**src/rtl/jstk_poll_scheduler.sv**
```systemverilog
// jstk_poll_scheduler
// Periodically polls a joystick over an external byte-wide SPI engine.
// A free-running period counter issues a tick every PERIOD cycles while EN
// is high. Each accepted tick runs one frame of five byte exchanges:
//   - SS is lowered.
//   - After SETUP cycles the command byte is sent, then four dummy bytes.
//   - After every byte there is a GAP-cycle pause.
// When the frame completes, the position and button fields are published.
// Ports:
//   CLK, RST            clock, asynchronous active-high reset
//   EN                  enables the period counter (ticks)
//   LED_CMD[1:0]        LED bits carried in the command byte
//   SS                  active-low slave select
//   SPI_START           one-cycle request for one byte exchange
//   SPI_TXBYTE[7:0]     byte to send, valid while SPI_START is high
//   SPI_DONE            one-cycle end-of-exchange pulse from the engine
//   SPI_RXBYTE[7:0]     received byte, valid while SPI_DONE is high
//   X_OUT, Y_OUT[9:0]   last published positions
//   BTN[2:0]            last published button state
//   SAMPLE_VALID        one-cycle pulse aligned with updated outputs
//   OVERRUN             sticky: a tick arrived while a frame was running
//   TIMEOUT_ERR         sticky: a frame was aborted waiting for SPI_DONE
module jstk_poll_scheduler #(
  parameter int PERIOD  = 20000000,
  parameter int SETUP   = 1500,
  parameter int GAP     = 1000,
  parameter int TIMEOUT = 4096
) (
  input  logic       CLK,
  input  logic       RST,
  input  logic       EN,
  input  logic [1:0] LED_CMD,
  output logic       SS,
  output logic       SPI_START,
  output logic [7:0] SPI_TXBYTE,
  input  logic       SPI_DONE,
  input  logic [7:0] SPI_RXBYTE,
  output logic [9:0] X_OUT,
  output logic [9:0] Y_OUT,
  output logic [2:0] BTN,
  output logic       SAMPLE_VALID,
  output logic       OVERRUN,
  output logic       TIMEOUT_ERR
);

  localparam int PW   = $clog2(PERIOD);
  localparam int WMAX = (SETUP > GAP) ? ((SETUP > TIMEOUT) ? SETUP : TIMEOUT)
                                      : ((GAP > TIMEOUT) ? GAP : TIMEOUT);
  localparam int WW   = $clog2(WMAX + 1);

  localparam logic [PW-1:0] PERIOD_LAST  = PW'(PERIOD - 1);
  localparam logic [WW-1:0] SETUP_LAST   = WW'(SETUP - 1);
  localparam logic [WW-1:0] GAP_LAST     = WW'(GAP - 1);
  localparam logic [WW-1:0] TIMEOUT_LAST = WW'(TIMEOUT - 1);

  localparam logic [2:0] S_IDLE      = 3'd0;
  localparam logic [2:0] S_SETUP_W   = 3'd1;
  localparam logic [2:0] S_START     = 3'd2;
  localparam logic [2:0] S_WAIT_DONE = 3'd3;
  localparam logic [2:0] S_GAP_W     = 3'd4;
  localparam logic [2:0] S_PUBLISH   = 3'd5;

  logic [PW-1:0] period_q, period_d;
  logic [2:0]    state_q, state_d;
  logic [WW-1:0] wait_q, wait_d;
  logic [2:0]    idx_q, idx_d;
  logic [7:0]    frame_q [5];
  logic [7:0]    frame_d [5];
  logic          ss_q, ss_d;
  logic [9:0]    x_q, x_d;
  logic [9:0]    y_q, y_d;
  logic [2:0]    btn_q, btn_d;
  logic          sv_q, sv_d;
  logic          ovr_q, ovr_d;
  logic          terr_q, terr_d;
  logic          tick;

  // The counter is pinned at zero while disabled, so the first tick after
  // enabling lands exactly PERIOD cycles later.
  assign tick = EN && (period_q == PERIOD_LAST);

  always_comb begin
    period_d = period_q;
    if (!EN || tick) begin
      period_d = '0;
    end else begin
      period_d = period_q + 1'b1;
    end
  end

  // Frame sequencer. The single wait counter is shared by the setup, gap and
  // timeout intervals because only one of them is ever active.
  always_comb begin
    state_d = state_q;
    wait_d  = wait_q;
    idx_d   = idx_q;
    frame_d = frame_q;
    ss_d    = ss_q;
    x_d     = x_q;
    y_d     = y_q;
    btn_d   = btn_q;
    sv_d    = 1'b0;
    terr_d  = terr_q;
    // Any tick not consumed by IDLE is dropped. This includes a tick in the
    // PUBLISH cycle.
    ovr_d   = ovr_q | (tick && (state_q != S_IDLE));

    case (state_q)
      S_IDLE: begin
        if (tick) begin
          state_d = S_SETUP_W;
          ss_d    = 1'b0;
          idx_d   = 3'd0;
          wait_d  = '0;
        end
      end
      S_SETUP_W: begin
        if (wait_q == SETUP_LAST) begin
          state_d = S_START;
          wait_d  = '0;
        end else begin
          wait_d = wait_q + 1'b1;
        end
      end
      S_START: begin
        state_d = S_WAIT_DONE;
        wait_d  = '0;
      end
      S_WAIT_DONE: begin
        // A DONE on the final allowed cycle still wins over the timeout.
        if (SPI_DONE) begin
          frame_d[idx_q] = SPI_RXBYTE;
          state_d        = S_GAP_W;
          wait_d         = '0;
        end else if (wait_q == TIMEOUT_LAST) begin
          terr_d  = 1'b1;
          ss_d    = 1'b1;
          state_d = S_IDLE;
          wait_d  = '0;
        end else begin
          wait_d = wait_q + 1'b1;
        end
      end
      S_GAP_W: begin
        if (wait_q == GAP_LAST) begin
          wait_d = '0;
          if (idx_q < 3'd4) begin
            idx_d   = idx_q + 1'b1;
            state_d = S_START;
          end else begin
            state_d = S_PUBLISH;
          end
        end else begin
          wait_d = wait_q + 1'b1;
        end
      end
      S_PUBLISH: begin
        // Outputs and SAMPLE_VALID change on the same edge that releases SS.
        ss_d    = 1'b1;
        x_d     = {frame_q[1][1:0], frame_q[0]};
        y_d     = {frame_q[3][1:0], frame_q[2]};
        btn_d   = frame_q[4][2:0];
        sv_d    = 1'b1;
        state_d = S_IDLE;
      end
      default: begin
        state_d = S_IDLE;
        ss_d    = 1'b1;
        wait_d  = '0;
      end
    endcase
  end

  always_ff @(posedge CLK or posedge RST) begin
    if (RST) begin
      period_q <= '0;
      state_q  <= S_IDLE;
      wait_q   <= '0;
      idx_q    <= 3'd0;
      frame_q  <= '{default: 8'h00};
      ss_q     <= 1'b1;
      x_q      <= 10'd0;
      y_q      <= 10'd0;
      btn_q    <= 3'd0;
      sv_q     <= 1'b0;
      ovr_q    <= 1'b0;
      terr_q   <= 1'b0;
    end else begin
      period_q <= period_d;
      state_q  <= state_d;
      wait_q   <= wait_d;
      idx_q    <= idx_d;
      frame_q  <= frame_d;
      ss_q     <= ss_d;
      x_q      <= x_d;
      y_q      <= y_d;
      btn_q    <= btn_d;
      sv_q     <= sv_d;
      ovr_q    <= ovr_d;
      terr_q   <= terr_d;
    end
  end

  // The START state is exactly one cycle long, so decoding it directly gives
  // the single-cycle request. LED_CMD is taken live during byte 0's START.
  assign SPI_START    = (state_q == S_START);
  assign SPI_TXBYTE   = (state_q == S_START && idx_q == 3'd0) ? {6'b100000, LED_CMD} : 8'h00;
  assign SS           = ss_q;
  assign X_OUT        = x_q;
  assign Y_OUT        = y_q;
  assign BTN          = btn_q;
  assign SAMPLE_VALID = sv_q;
  assign OVERRUN      = ovr_q;
  assign TIMEOUT_ERR  = terr_q;

endmodule

```
**config.mk**
```make
export PLATFORM = sky130hd
export DESIGN_NAME = jstk_poll_scheduler
export DESIGN_NICKNAME = d
export VERILOG_FILES = /design/src/rtl/jstk_poll_scheduler.sv
export SDC_FILE = /design/constraint.sdc
export NUM_CORES = 1
export LEC_CHECK = 0
export ABC_AREA = 1
export CORE_ASPECT_RATIO = 1.75
export CORE_MARGIN = 4
export CORE_UTILIZATION = 62
export DETAILED_ROUTE_END_ITERATION = 10
export DONT_BUFFER_PORTS = 1
export PLACE_DENSITY = 0.78
export SLEW_MARGIN = 20
export SYNTH_ARGS = -nofsm -noshare
export SYNTH_HDL_FRONTEND = slang
export SYNTH_SLANG_ARGS = --single-unit
```
**constraint.sdc**
```tcl
create_clock -name CLK -period 3.9 [get_ports CLK]
set_input_delay 0.585 -clock CLK [delete_from_list [all_inputs] [get_ports CLK]]
set_output_delay 0.585 -clock CLK [all_outputs]
set_load 0.01 [all_outputs]
```
* Word-level counts from Yosys, hierarchy flattened
Index checks and enable logic that the tools add are counted.
Storage, ports and cells: register bits 111, input bits 14, output and inout bits 36, logic and storage cells 87
Operators by class: add/subtract/negate cells 3, magnitude comparators 3, eq/ne operators 16, multiplexer cells 27, bitwise gates (word level) 5, reduce and logical (&&, ||, !) cells 17
Operators by type and width (number):
- 13-bit two-way mux | 5
- 13-bit case mux with 5 select lines | 1
- 40-bit bitwise mux | 1
- 3-bit two-way mux | 9
- 25-bit by 1-bit adder with 25-bit output, second input constant | 1
- 25-bit equality test, second input constant | 1
- 25-bit two-way mux | 1
- 8-bit demux with 3-bit select | 1
- 8-bit two-way mux | 2
- 3-bit case mux with 5 select lines | 1
- 13-bit by 1-bit adder with 13-bit output, second input constant | 1
- 13-bit by 10-bit equality test with 1-bit output, second input constant | 1
- 13-bit by 11-bit equality test with 1-bit output, second input constant | 1
- 13-bit by 12-bit equality test with 1-bit output, second input constant | 1
- 2-bit inequality test, second input constant | 6
- 4-bit AND reduction | 3
- 3-bit by 2-bit equality test with 1-bit output, second input constant | 2
- 3-bit equality test, second input constant | 2
- 3-bit logical NOT | 2
- 3-bit case mux with 2 select lines | 1
- 4-bit >= comparator, second input constant | 1
- 1-bit logical AND | 4
- 4-bit by 1-bit less-than comparator with 1-bit output, second input constant | 1
- 1-bit two-way mux | 4
- other kinds (15) | 18

* Longest topological paths before layout
Gate-level depths: netlist (run 1).
depth after elaboration 6, mapped depth 11, depth with buffers taken out 10

* Least setup slack after synthesis (run 1)
OpenSTA, ideal clock, no wires.
kind reg2out, start register state_q[2], end output SPI_TXBYTE[0], arrival 1326 ps, data required time 3315 ps, slack 1989 ps, stages on the path, launching flop included 4, path buffers 0, cell sequence dfrtp_1 -> nor3_1 -> nand2_1 -> nor3b_1
Between the ends: word-level cells in the longest chain between the ends 3
Ends and longest elaborated chain:
- from (decl) | RTL line 64 | logic [2:0] state_q, state_d;
- from (signal assigned) | RTL line 190 | state_q <= state_d;
- 3-bit by 2-bit equality test with 1-bit output
- named net SPI_START | RTL line 34 | output logic SPI_START,
- 1-bit logical AND | RTL line 207 | assign SPI_TXBYTE = (state_q == S_START && idx_q == 3'd0) ? {6'b100000, LED_CMD} : 8'h00;
- 8-bit two-way mux | RTL line 207
- to (decl) | RTL line 35 | output logic [7:0] SPI_TXBYTE,
The timed path passes the listed nets, and every way through them passes these cells.

* Final worst setup path (run 1)
Ends and elaborated chain as after synthesis.

==> qor.log, run 1 <==
INFO  yosys          yosysSeqAreaShare=48.7%
INFO  floorplan      chipHeight=125microns
INFO  sta            tightest_slew=0.926ns
INFO  drt            topRoutingLayerUsed=met4
INFO  sta            finalSetupViolCount=0
INFO  place          dpl.cell_count=683
INFO  outcome        status=complete, no violations
INFO  floorplan      area_of_the_die=0.00932sqmm
INFO  place          place_congestion=0.907
INFO  power          vdd_ir_drop_max=0.000454V
INFO  final_layout   area_growth=6.92%
INFO  global_route   first_global_vias=3,925
INFO  yosys          syn_area_per_cell=7.97squm
INFO  global_route   wire_length_of_the_first_global_routing_pass=18,600microns
INFO  yosys          synthDominantAreaCellType=sky130_fd_sc_hd__dfrtp_1
INFO  worst_setup_path worstPathRequired=3.31ns
INFO  yosys          synth_warnings=0
INFO  drt            vias_per_cell=5.75
INFO  floorplan      fp-row-count=42
INFO  worst_setup_path worstPathMaxFanout=6
INFO  sta            drv_slew=0
INFO  clocking       numCtsBuffers=9
INFO  sta            report.final.hold_viol_count=0
INFO  yosys          yosys-top-cells-area=sky130_fd_sc_hd__dfrtp_1, sky130_fd_sc_hd__nand2_1, sky130_fd_sc_hd__inv_1, sky130_fd_sc_hd__nand3_1, sky130_fd_sc_hd__nor2_1
INFO  final_layout   n_antenna_cell=0
INFO  sta            clock_period_minus_final_worst_setup_slack=2.45ns
INFO  clocking       cts_repair_resize_count=0
INFO  clocking       clock_tree.htree_level_count=3
INFO  floorplan      io-pin-count=50
INFO  global_route   grt.total_usage=25.3%
INFO  clocking       cts_tree=done
INFO  floorplan      initial_utilization=63.8%
INFO  worst_setup_path cp_data_arrival_time=1.87ns
INFO  clocking       ctsHoldBuffers=0
INFO  clocking       cts_post_setup_buffers_inserted=0
INFO  place          dp.final_hpwl=7760microns
INFO  power          p_leak=2.56nW
INFO  floorplan      die_width=74.7microns
INFO  clocking       clk_pin_slew=0.07ns
INFO  place          port_buffers=0
INFO  global_route   pin_count_of_the_biggest_net_entering_global_routing=54
INFO  clocking       cts-root-to-sink-buffers=2
INFO  worst_setup_path cell_chain_of_the_critical_path=nor3_1 -> nand2_1 -> nor3b_1
INFO  clocking       clk_latency=0.34ns
INFO  yosys          postSynth.asyncResetShare=100%
INFO  yosys          number_of_flops_mapped_to_enable_cells_by_yosys=0
INFO  sta            max_freq=408MHz
INFO  yosys          yosysMostFrequentCell=sky130_fd_sc_hd__nand2_1
INFO  sta            slew-limit-headroom=38.2%
INFO  min_path       min-delay-path-class=in -> async
INFO  flow_run       cap_viol_max_count=0
INFO  yosys          synth.lib_cells_used.distinct=40
INFO  worst_setup_path endpoint_kind=output port
INFO  final_layout   drive_above_1_share=9.98%
INFO  clocking       cell_chosen_for_the_clock_root=sky130_fd_sc_hd__clkbuf_16
INFO  final_layout   nNetsFinal=624
INFO  yosys          post_synth_instance_area=0.00483sqmm
INFO  power          p_per_area=363mW/mm^2
INFO  worst_setup_path max_stage_delay=0.52ns
INFO  floorplan      fp.coreArea=0.00757sqmm
INFO  final_layout   final-instance-count-excl-fill=699
INFO  clocking       clock_sink_count=94
INFO  sta            min_period_over_period=62.9%
INFO  drt            met3_wirelength=559microns
INFO  worst_setup_path timing.critical_path.from_type=flip-flop
INFO  drt            via_count=4,017
INFO  yosys          post-synth-top-area-fraction=48.2%
INFO  drt            remaining_design_rule_violation_count=0
INFO  drt            drtIter0Drc=359
INFO  worst_setup_path critPathTopFamily=simple AND/OR/NAND/NOR gates
INFO  yosys          yosys-top-cells-count=sky130_fd_sc_hd__nand2_1, sky130_fd_sc_hd__dfrtp_1, sky130_fd_sc_hd__inv_1, sky130_fd_sc_hd__nor2_1, sky130_fd_sc_hd__nand3_1
INFO  drt            drt-pass1-iter-count=7
INFO  global_route   overflow=0
INFO  worst_setup_path worst-path-buf-inv=0
INFO  sta            total_negative_setup_slacks=0ns
INFO  worst_setup_path path_class=reg -> out
INFO  sta            rsz0062_at_grt=no
INFO  drt            m1WireLength=4130microns
INFO  drt            drt-total-wl=10,900microns
INFO  drt            wl_met2=5930microns
INFO  drt            drt.antenna.violating_nets=0
INFO  worst_setup_path critical_path_cell_with_the_highest_stage_delay=sky130_fd_sc_hd__nor3_1
INFO  sta            skew=0.00479ns
INFO  yosys          netlist_instances=606
INFO  drt            wirelength_per_cell=15.5microns
INFO  global_route   number_of_antenna_violations_at_the_first_check_in_global_routing=0
INFO  yosys          synth_top_flop_cell=sky130_fd_sc_hd__dfrtp_1
INFO  yosys          synth-seq-cells=94
-- state kept, by name, summed over array words and instances, names as in the netlist --
signal and count:
BTN 3, OVERRUN 1, SAMPLE_VALID 1, SS 1, TIMEOUT_ERR 1, X_OUT 10
Y_OUT 10, frame_q 23, idx_q 3, period_q 25, state_q 3, wait_q 13
-- per-layer routing --
metal,track usage (%),vias up
met3,4.60,24
met2,43.9,119
met5,0,-
met4,9.22,0
li1,-,1947
met1,30.2,1927
-- metrics by stage --
stage	worst slack (ns)	power (mW)	area, sq um	util [%]	hold WS [ns]
global route	1.33	1.94	5160	68.2	0.360
global placement	1.85	1.04	4870	64.4	0.445
floorplan	0.868	1.03	4840	-	0.433
finish	1.45	1.88	5160	68.2	0.298
detailed placement	1.79	1.04	4870	64.4	0.468
CTS	1.42	1.89	5160	68.2	0.329
-- cells by family (layout without fill, tap and decap cells) --
logic type / count (synthesis) / in the layout / share of synthesized area, %
xor gates and xnor gates: 13 / 13 / 2.36
AOI/OAI and AO/OA: 55 / 55 / 6.50
other: 1 / 5 / 0.0776
buffers and inverters: 88 / 89 / 7.67
DFF: 94 / 94 / 48.7
and+or+nand+nor: 351 / 351 / 33.6
adders and majority gates: 4 / 4 / 1.04
-- cell usage in the layout (no fill, tap or decap), types with 4 or more instances in the layout --
cell type,instances
sky130_fd_sc_hd__xor2_1,11
sky130_fd_sc_hd__nor2_2,5
sky130_fd_sc_hd__nand2_1,176
sky130_fd_sc_hd__dfrtp_1,93
sky130_fd_sc_hd__o21ai_2,7
sky130_fd_sc_hd__ha_1,4
sky130_fd_sc_hd__a21oi_1,12
sky130_fd_sc_hd__nor3_1,15
sky130_fd_sc_hd__conb_1,5
sky130_fd_sc_hd__inv_2,4
sky130_fd_sc_hd__o21ai_0,17
sky130_fd_sc_hd__buf_4,4
sky130_fd_sc_hd__nand4_1,24
sky130_fd_sc_hd__nand3_1,48
sky130_fd_sc_hd__clkbuf_16,9
sky130_fd_sc_hd__o21ai_1,14
sky130_fd_sc_hd__nand2_2,8
sky130_fd_sc_hd__nor2_1,54
sky130_fd_sc_hd__inv_1,64
-- path summary, 6_finish.rpt --
kind	cells after the start	end	slack, ns	start
min in group CLK	2	frame_q[0]	0.37	SPI_RXBYTE[0]
worst max-delay path	3	SPI_TXBYTE[0]	1.45	state_q[2]
worst min-delay path	1	X_OUT[7]	0.30	RST
max in group asynchronous	2	frame_q[32]	2.79	RST
worst min register to register	1	period_q[0]	0.48	period_q[0]
worst max register to register	6	frame_q[38]	1.81	state_q[2]
-- power by group --
part	switching [mW]	leakage (nW)	internal (mW)
logic	0.0351	1.22	0.00566
registers	0.00165	1.19	0.977
clock network	0.397	0.142	0.460
-- layout make-up --
class                      count  area (sq um)
fill                         662          2400
sequential                    94          2350
multi-input combinational    428          2120
inverter                      69           260
clock buffer                  10           239
tap                           88           110
clock inverter                 6          50.0
timing repair buffer           4          30.0
Note: power is estimated with default switching activity, not from simulation.
==> run 2, diff against run 1 <==
==> constraint.sdc (replaced) <==
create_clock -name CLK -period 2.5 [get_ports CLK]
set_input_delay 0.375 -clock CLK [delete_from_list [all_inputs] [get_ports CLK]]
set_output_delay 0.375 -clock CLK [all_outputs]
set_load 0.01 [all_outputs]
==> qor.log, run 2 (same netlist as run 1, synthesis figures left out) <==
INFO  final_layout   layout_commonest_cell=sky130_fd_sc_hd__nand2_1
INFO  drt            wirelength_per_cell=15.7microns [+0.76%]
INFO  clocking       cts_tree=done
INFO  final_layout   flip_flop_count_of_the_largest_register_all_copies_and_words_added=25 [unchanged]
INFO  floorplan      chipHeight=125microns [unchanged]
INFO  clocking       cts_post_setup_buffers_inserted=0 [unchanged]
INFO  worst_setup_path critPathCapture=SPI_TXBYTE[1]
INFO  drt            drt-pass1-iter-count=4 [-3]
INFO  clocking       cts-root-to-sink-buffers=2 [unchanged]
INFO  global_route   first_global_vias=4,054 [+3.3%]
INFO  global_route   wire_length_of_the_first_global_routing_pass=18,700microns [+0.30%]
INFO  sta            rsz0062_at_grt=no
INFO  worst_setup_path cp-startpoint=state_q[1]
INFO  sta            worst_path_setup_slack_after_routing=0.424ns [-1.02 ns]
INFO  flow_run       cap_viol_max_count=0 [unchanged]
INFO  floorplan      fp-row-count=42 [unchanged]
INFO  worst_setup_path worstPathMaxFanout=4 [-2]
INFO  clocking       clk_pin_slew=0.07ns [about the same]
INFO  drt            drt.antenna.violating_nets=0 [unchanged]
INFO  global_route   number_of_antenna_violations_at_the_first_check_in_global_routing=0 [unchanged]
INFO  worst_setup_path worst_r2r_path_depth=10 [+4]
INFO  final_layout   drive_above_1_share=10.3% [+0.29 points]
INFO  drt            drtIter0Drc=328 [-8.6%]
INFO  floorplan      area_of_the_die=0.00932sqmm [unchanged]
INFO  sta            slew-limit-headroom=62.8% [+25 points]
INFO  clocking       numCtsBuffers=9 [unchanged]
INFO  worst_setup_path cp_data_arrival_time=1.70ns [-0.17 ns]
INFO  clocking       cts_repair_resize_count=0 [unchanged]
INFO  worst_setup_path reg2reg_slack=0.60ns [-1.21 ns]
INFO  sta            report.final.hold_viol_count=0 [unchanged]
INFO  final_layout   nNetsFinal=626 [+0.32%]
INFO  sta            tightest_slew=0.554ns [-0.372 ns]
INFO  worst_setup_path worstPathRequired=2.12ns [-1.19 ns]
INFO  sta            drv_slew=0 [unchanged]
INFO  sta            skew=0.00608ns [+0.00130 ns]
INFO  drt            vias_per_cell=5.71 [-0.66%]
INFO  final_layout   largest-register=period_q
INFO  floorplan      io-pin-count=50 [unchanged]
INFO  power          vdd_ir_drop_max=0.000478V [+5.4%]
INFO  global_route   pin_count_of_the_biggest_net_entering_global_routing=95 [+76%]
INFO  sta            total_negative_setup_slacks=0ns [unchanged]
INFO  drt            remaining_design_rule_violation_count=0 [unchanged]
INFO  global_route   overflow=0 [unchanged]
INFO  final_layout   n_antenna_cell=0 [unchanged]
INFO  power          p_per_area=574mW/mm^2 [+58%]
INFO  place          place_congestion=0.897 [-1.2%]
INFO  sta            clock_period_minus_final_worst_setup_slack=2.08ns
INFO  sta            finalSetupViolCount=0 [unchanged]
INFO  worst_setup_path r2r_endpoint=period_q[19]
INFO  drt            drt-total-wl=11,000microns [+1.0%]
INFO  floorplan      initial_utilization=63.8% [unchanged]
INFO  clocking       cell_chosen_for_the_clock_root=sky130_fd_sc_hd__clkbuf_16
INFO  worst_setup_path reg_to_reg_critical_path_startpoint=period_q[0]
INFO  place          place_worst_setup_slack=0.604ns [-1.19 ns]
INFO  floorplan      fp.coreArea=0.00757sqmm [unchanged]
INFO  min_path       min-delay-path-class=in -> async
INFO  floorplan      die_width=74.7microns [unchanged]
INFO  final_layout   commonest_non_fill_non_tap_cells_in_the_layout=sky130_fd_sc_hd__nand2_1, sky130_fd_sc_hd__dfrtp_1, sky130_fd_sc_hd__inv_1
INFO  clocking       ctsHoldBuffers=0 [unchanged]
INFO  clocking       clk_latency=0.35ns [about the same]
INFO  final_layout   num-fill-cells=628 [-5.1%]
INFO  outcome        status=complete, no violations
INFO  worst_setup_path timing.critical_path.from_type=flip-flop
INFO  sta            max_freq=482MHz
INFO  place          dp.final_hpwl=7960microns [+2.6%]
INFO  final_layout   area_growth=7.88%
INFO  global_route   grt.total_usage=25.9% [+0.57 points]
INFO  clocking       clock_sink_count=94 [unchanged]
INFO  sta            min_period_over_period=83.0%
INFO  worst_setup_path endpoint_kind=output port
INFO  power          p_leak=2.57nW [+0.74%]
INFO  drt            via_count=4,002 [-0.37%]
INFO  place          port_buffers=0 [unchanged]
INFO  final_layout   largestRegisters=period_q x25, frame_q x23, wait_q x13
INFO  worst_setup_path path_class=reg -> out
INFO  clocking       clock_tree.htree_level_count=3 [unchanged]
run 2: cell types whose count changed in the layout (fill, tap and decap cells not counted):
cell and delta:
sky130_fd_sc_hd__buf_12 +1, sky130_fd_sc_hd__clkbuf_8 -1, sky130_fd_sc_hd__clkinv_4 +1, sky130_fd_sc_hd__clkinv_2 -1, sky130_fd_sc_hd__clkinvlp_4 +1, sky130_fd_sc_hd__inv_6 -1, sky130_fd_sc_hd__buf_4 +1, sky130_fd_sc_hd__bufinv_16 +1
run 2: cell type report:
type | instances | area (sq um) | share of cell area [%]
Clock buffer | 9 | 225 | 4.32
Inverter | 69 | 263 | 5.04
Timing Repair Buffer | 6 | 57.6 | 1.10
Sequential cell | 94 | 2350 | 45.2
Tap cell | 88 | 110 | 2.11
Clock inverter | 7 | 80.1 | 1.54
Multi-Input combinational cell | 428 | 2120 | 40.7
run 2: worst min path at each step:
| stage | startpoint | to | slack (ns) | cells past startpoint |
|---|---|---|---|---|
| after CTS | RST | period_q[4] | 0.05 | 2 |
| after global placement | RST | X_OUT[3] | 0.42 | 2 |
| after floorplan | period_q[0] | period_q[0] | 0.43 | 1 |
| after detailed placement | RST | X_OUT[4] | 0.43 | 2 |
| after global routing | RST | period_q[13] | 0.06 | 2 |
| final | RST | BTN[1] | 0.02 | 2 |
run 2: per-stage QoR:
stage / area [sq um] / std cells / power (mW) / hold slack (ns) / util, %
2_1_floorplan: 4850 / 610 / 1.61 / 0.433 / -
4_1_cts: 5210 / 701 / 3.00 / 0.0520 / 68.8
6_report: 5210 / 701 / 2.99 / 0.0209 / 68.8
3_3_place_gp: 4900 / 685 / 1.62 / 0.424 / 64.8
5_1_grt: 5210 / 701 / 3.08 / 0.0617 / 68.8
3_5_place_dp: 4900 / 685 / 1.62 / 0.426 / 64.8
run 2: report_power, final:
part	internal (mW)	switching [mW]	leakage, nW	total [mW]
Combinational	0.0103	0.0531	1.23	0.0633
Sequential	1.52	0.00250	1.19	1.53
Clock	0.789	0.610	0.148	1.40
Total	2.32	0.666	2.57	2.99
run 2: worst max-delay path: stages, from the launching register on:
cell                      delay (ns)
sky130_fd_sc_hd__dfrtp_1        0.47
sky130_fd_sc_hd__inv_2          0.08
sky130_fd_sc_hd__nor3_1         0.16
sky130_fd_sc_hd__buf_4          0.17
sky130_fd_sc_hd__nand2_1        0.08
sky130_fd_sc_hd__nor3b_1        0.39
run 2: routing by layer:
| metal | track usage, % | wire, microns | share of wire, % | vias to the layer above |
|---|---|---|---|---|
| li1 | - | - | - | 1948 |
| met1 | 30.0 | 4160 | 38 | 1934 |
| met2 | 44.1 | 6040 | 55 | 101 |
| met3 | 6.79 | 517 | 4.7 | 19 |
| met4 | 10.2 | 251 | 2.3 | 0 |
| met5 | 0 | 0 | 0 | - |
==> run 3, diff against run 2 <==
--- a/config.mk
+++ b/config.mk
@@ -8,10 +8,10 @@
 export ABC_AREA = 1
 export CORE_ASPECT_RATIO = 1.75
 export CORE_MARGIN = 4
-export CORE_UTILIZATION = 62
+export CORE_UTILIZATION = 57
 export DETAILED_ROUTE_END_ITERATION = 10
 export DONT_BUFFER_PORTS = 1
-export PLACE_DENSITY = 0.78
+export PLACE_DENSITY = 0.75
 export SLEW_MARGIN = 20
 export SYNTH_ARGS = -nofsm -noshare
 export SYNTH_HDL_FRONTEND = slang
==> constraint.sdc (replaced) <==
create_clock -name CLK -period 1.8 [get_ports CLK]
set_input_delay 0.27 -clock CLK [delete_from_list [all_inputs] [get_ports CLK]]
set_output_delay 0.27 -clock CLK [all_outputs]
set_load 0.01 [all_outputs]
==> qor.log, run 3 (same netlist as run 1, synthesis figures left out) <==
INFO  outcome        status=complete, no violations
INFO  final_layout   commonest_non_fill_non_tap_cells_in_the_layout=sky130_fd_sc_hd__nand2_1, sky130_fd_sc_hd__dfrtp_1, sky130_fd_sc_hd__inv_1
INFO  drt            wirelength_per_cell=16.4microns [+4.9%]
INFO  sta            report.final.hold_viol_count=0 [unchanged]
INFO  sta            min_period_over_period=97.9%
INFO  global_route   number_of_antenna_violations_at_the_first_check_in_global_routing=0 [unchanged]
INFO  min_path       holdPathStages=2
INFO  worst_setup_path cp_data_arrival_time=1.49ns [-0.21 ns]
INFO  power          p_per_area=721mW/mm^2 [+26%]
INFO  sta            drv_slew=0 [unchanged]
INFO  final_layout   largest-register=period_q
INFO  sta            finalSetupViolCount=0 [unchanged]
INFO  worst_setup_path worstPathMaxFanout=5 [+1]
INFO  worst_setup_path r2r_endpoint=period_q[3]
INFO  global_route   wire_length_of_the_first_global_routing_pass=19,500microns [+4.6%]
INFO  min_path       holdPathEnd=frame_q[9]
INFO  drt            vias_per_cell=5.71 [about the same]
INFO  place          port_buffers=0 [unchanged]
INFO  power          p_leak=2.67nW [+3.7%]
INFO  final_layout   num-fill-cells=658 [+4.8%]
INFO  clocking       clock_sink_count=94 [unchanged]
INFO  floorplan      initial_utilization=58.5% [-5.3 points]
INFO  worst_setup_path max_stage_delay=0.47ns [about the same]
INFO  min_path       min-delay-path-class=in -> reg
INFO  floorplan      chipHeight=130microns [+4.0%]
INFO  floorplan      area_of_the_die=0.0101sqmm [+8.0%]
INFO  worst_setup_path cell_chain_of_the_critical_path=nor3_4 -> nand2_2 -> nor3b_1 -> buf_4
INFO  min_path       hp-start=SPI_RXBYTE[1]
INFO  worst_setup_path endpoint_kind=output port
INFO  worst_setup_path path_class=reg -> out
INFO  drt            drt-pass1-iter-count=5 [+1]
INFO  sta            clock_period_minus_final_worst_setup_slack=1.76ns
INFO  power          vdd_ir_drop_max=0.000702V [+47%]
INFO  place          instance_area_at_placement=0.00506sqmm [+3.3%]
INFO  final_layout   fraction_of_the_core_area_covered_by_cells_at_the_end_of_the_flow=66.8% [-2.1 points]
INFO  final_layout   drive_above_1_share=16.1% [+5.9 points]
INFO  global_route   pin_count_of_the_biggest_net_entering_global_routing=29 [-69%]
INFO  clocking       cell_chosen_for_the_clock_root=sky130_fd_sc_hd__clkbuf_16
INFO  worst_setup_path reg_to_reg_critical_path_startpoint=period_q[0]
INFO  worst_setup_path reg2reg_slack=0.06ns [-0.54 ns]
INFO  drt            drtIter0Drc=396 [+21%]
INFO  clocking       clk_pin_slew=0.06ns [about the same]
INFO  clocking       numCtsBuffers=9 [unchanged]
INFO  final_layout   n_antenna_cell=0 [unchanged]
INFO  sta            max_freq=567MHz
INFO  worst_setup_path critPathTopFamily=simple AND/OR/NAND/NOR gates
INFO  final_layout   flip_flop_count_of_the_largest_register_all_copies_and_words_added=25 [unchanged]
INFO  final_layout   area_growth=14.2%
INFO  global_route   overflow=0 [unchanged]
INFO  worst_setup_path worst-path-buf-inv=1 [-1]
INFO  final_layout   layout_commonest_cell=sky130_fd_sc_hd__nand2_1
INFO  drt            via_count=4,171 [+4.2%]
INFO  drt            drt.antenna.violating_nets=0 [unchanged]
INFO  final_layout   finish.instance_area=0.00552sqmm [+5.9%]
INFO  sta            rsz0062_at_grt=yes
INFO  clocking       cts-root-to-sink-buffers=2 [unchanged]
INFO  flow_run       cap_viol_max_count=0 [unchanged]
INFO  sta            tightest_slew=0.630ns [+0.0761 ns]
INFO  sta            total_negative_setup_slacks=0ns [unchanged]
INFO  place          dp.final_hpwl=8640microns [+8.5%]
INFO  floorplan      die_width=77.6microns [+3.8%]
INFO  worst_setup_path worst_r2r_path_depth=10 [unchanged]
INFO  final_layout   nNetsFinal=652 [+4.2%]
INFO  sta            slew-limit-headroom=57.9% [-4.9 points]
INFO  global_route   first_global_vias=4,255 [+5.0%]
INFO  clocking       clk_latency=0.34ns [about the same]
INFO  floorplan      io-pin-count=50 [unchanged]
INFO  clocking       clock_tree.htree_level_count=3 [unchanged]
INFO  floorplan      fp-row-count=44 [+4.8%]
INFO  floorplan      fp.coreArea=0.00826sqmm [+9.1%]
INFO  place          place_congestion=0.958 [+6.9%]
INFO  clocking       cts_tree=done
INFO  sta            skew=0.00710ns [+0.00101 ns]
INFO  worst_setup_path critical_path_cell_with_the_highest_stage_delay=sky130_fd_sc_hd__dfrtp_2
INFO  final_layout   largestRegisters=period_q x25, frame_q x23, wait_q x13
INFO  drt            drt-total-wl=12,000microns [+9.2%]
INFO  global_route   grt.total_usage=24.4% [-1.4 points]
INFO  drt            remaining_design_rule_violation_count=0 [unchanged]
INFO  worst_setup_path timing.critical_path.from_type=flip-flop
INFO  worst_setup_path worstPathRequired=1.53ns [-0.59 ns]
## run 3: how the worst max path moves through the flow
stage	cells past startpoint	start	endpoint
6_report	4	state_q[2]	SPI_TXBYTE[1]
5_1_grt	10	period_q[0]	wait_q[2]
4_1_cts	5	idx_q[1]	SPI_TXBYTE[1]
3_5_place_dp	10	period_q[0]	wait_q[3]
3_3_place_gp	8	wait_q[1]	SS
2_1_floorplan	3	state_q[2]	SPI_TXBYTE[0]
## run 3: metrics by stage
stage          power (mW)  hold WS, ns  instances  setup WS (ns)
6_report             3.98       0.0569        730         0.0369
5_1_grt              4.09       0.0607        730        -0.0538
4_1_cts              3.99       0.0526        725        0.00972
3_5_place_dp         2.26        0.244        708       -0.00995
3_3_place_gp         2.26        0.240        708         0.0235
2_1_floorplan        2.23        0.391        610          0.204
## run 3: layout make-up
type | count | area, sq um | area share (%)
Tap cell | 92 | 115 | 2.09
Clock inverter | 4 | 32.5 | 0.590
Inverter | 69 | 267 | 4.83
Timing Repair Buffer | 32 | 280 | 5.08
Clock buffer | 11 | 233 | 4.22
Multi-Input combinational cell | 428 | 2230 | 40.4
Sequential cell | 94 | 2360 | 42.7
## run 3: where the power goes
group	internal, mW	total (mW)	switching, mW
sequential	2.12	2.12	0.00369
clock	0.940	1.74	0.804
combinational	0.0294	0.112	0.0823
## run 3: metal layers
layer	global-route usage [%]	vias to the layer above	share of wire [%]
met5	0	-	0
met2	45.3	128	55
li1	-	2002	-
met1	26.6	2010	37
met3	4.42	31	4.6
met4	11.6	0	2.9
## run 3: what timing repair did
item                       in CTS  in global routing
pin swaps                       0                  3
gates resized for setup         3                 31
setup buffers                   1                  5
setup endpoints to repair      13                 41
hold buffers                    1                  0
hold endpoints to repair       23                  0
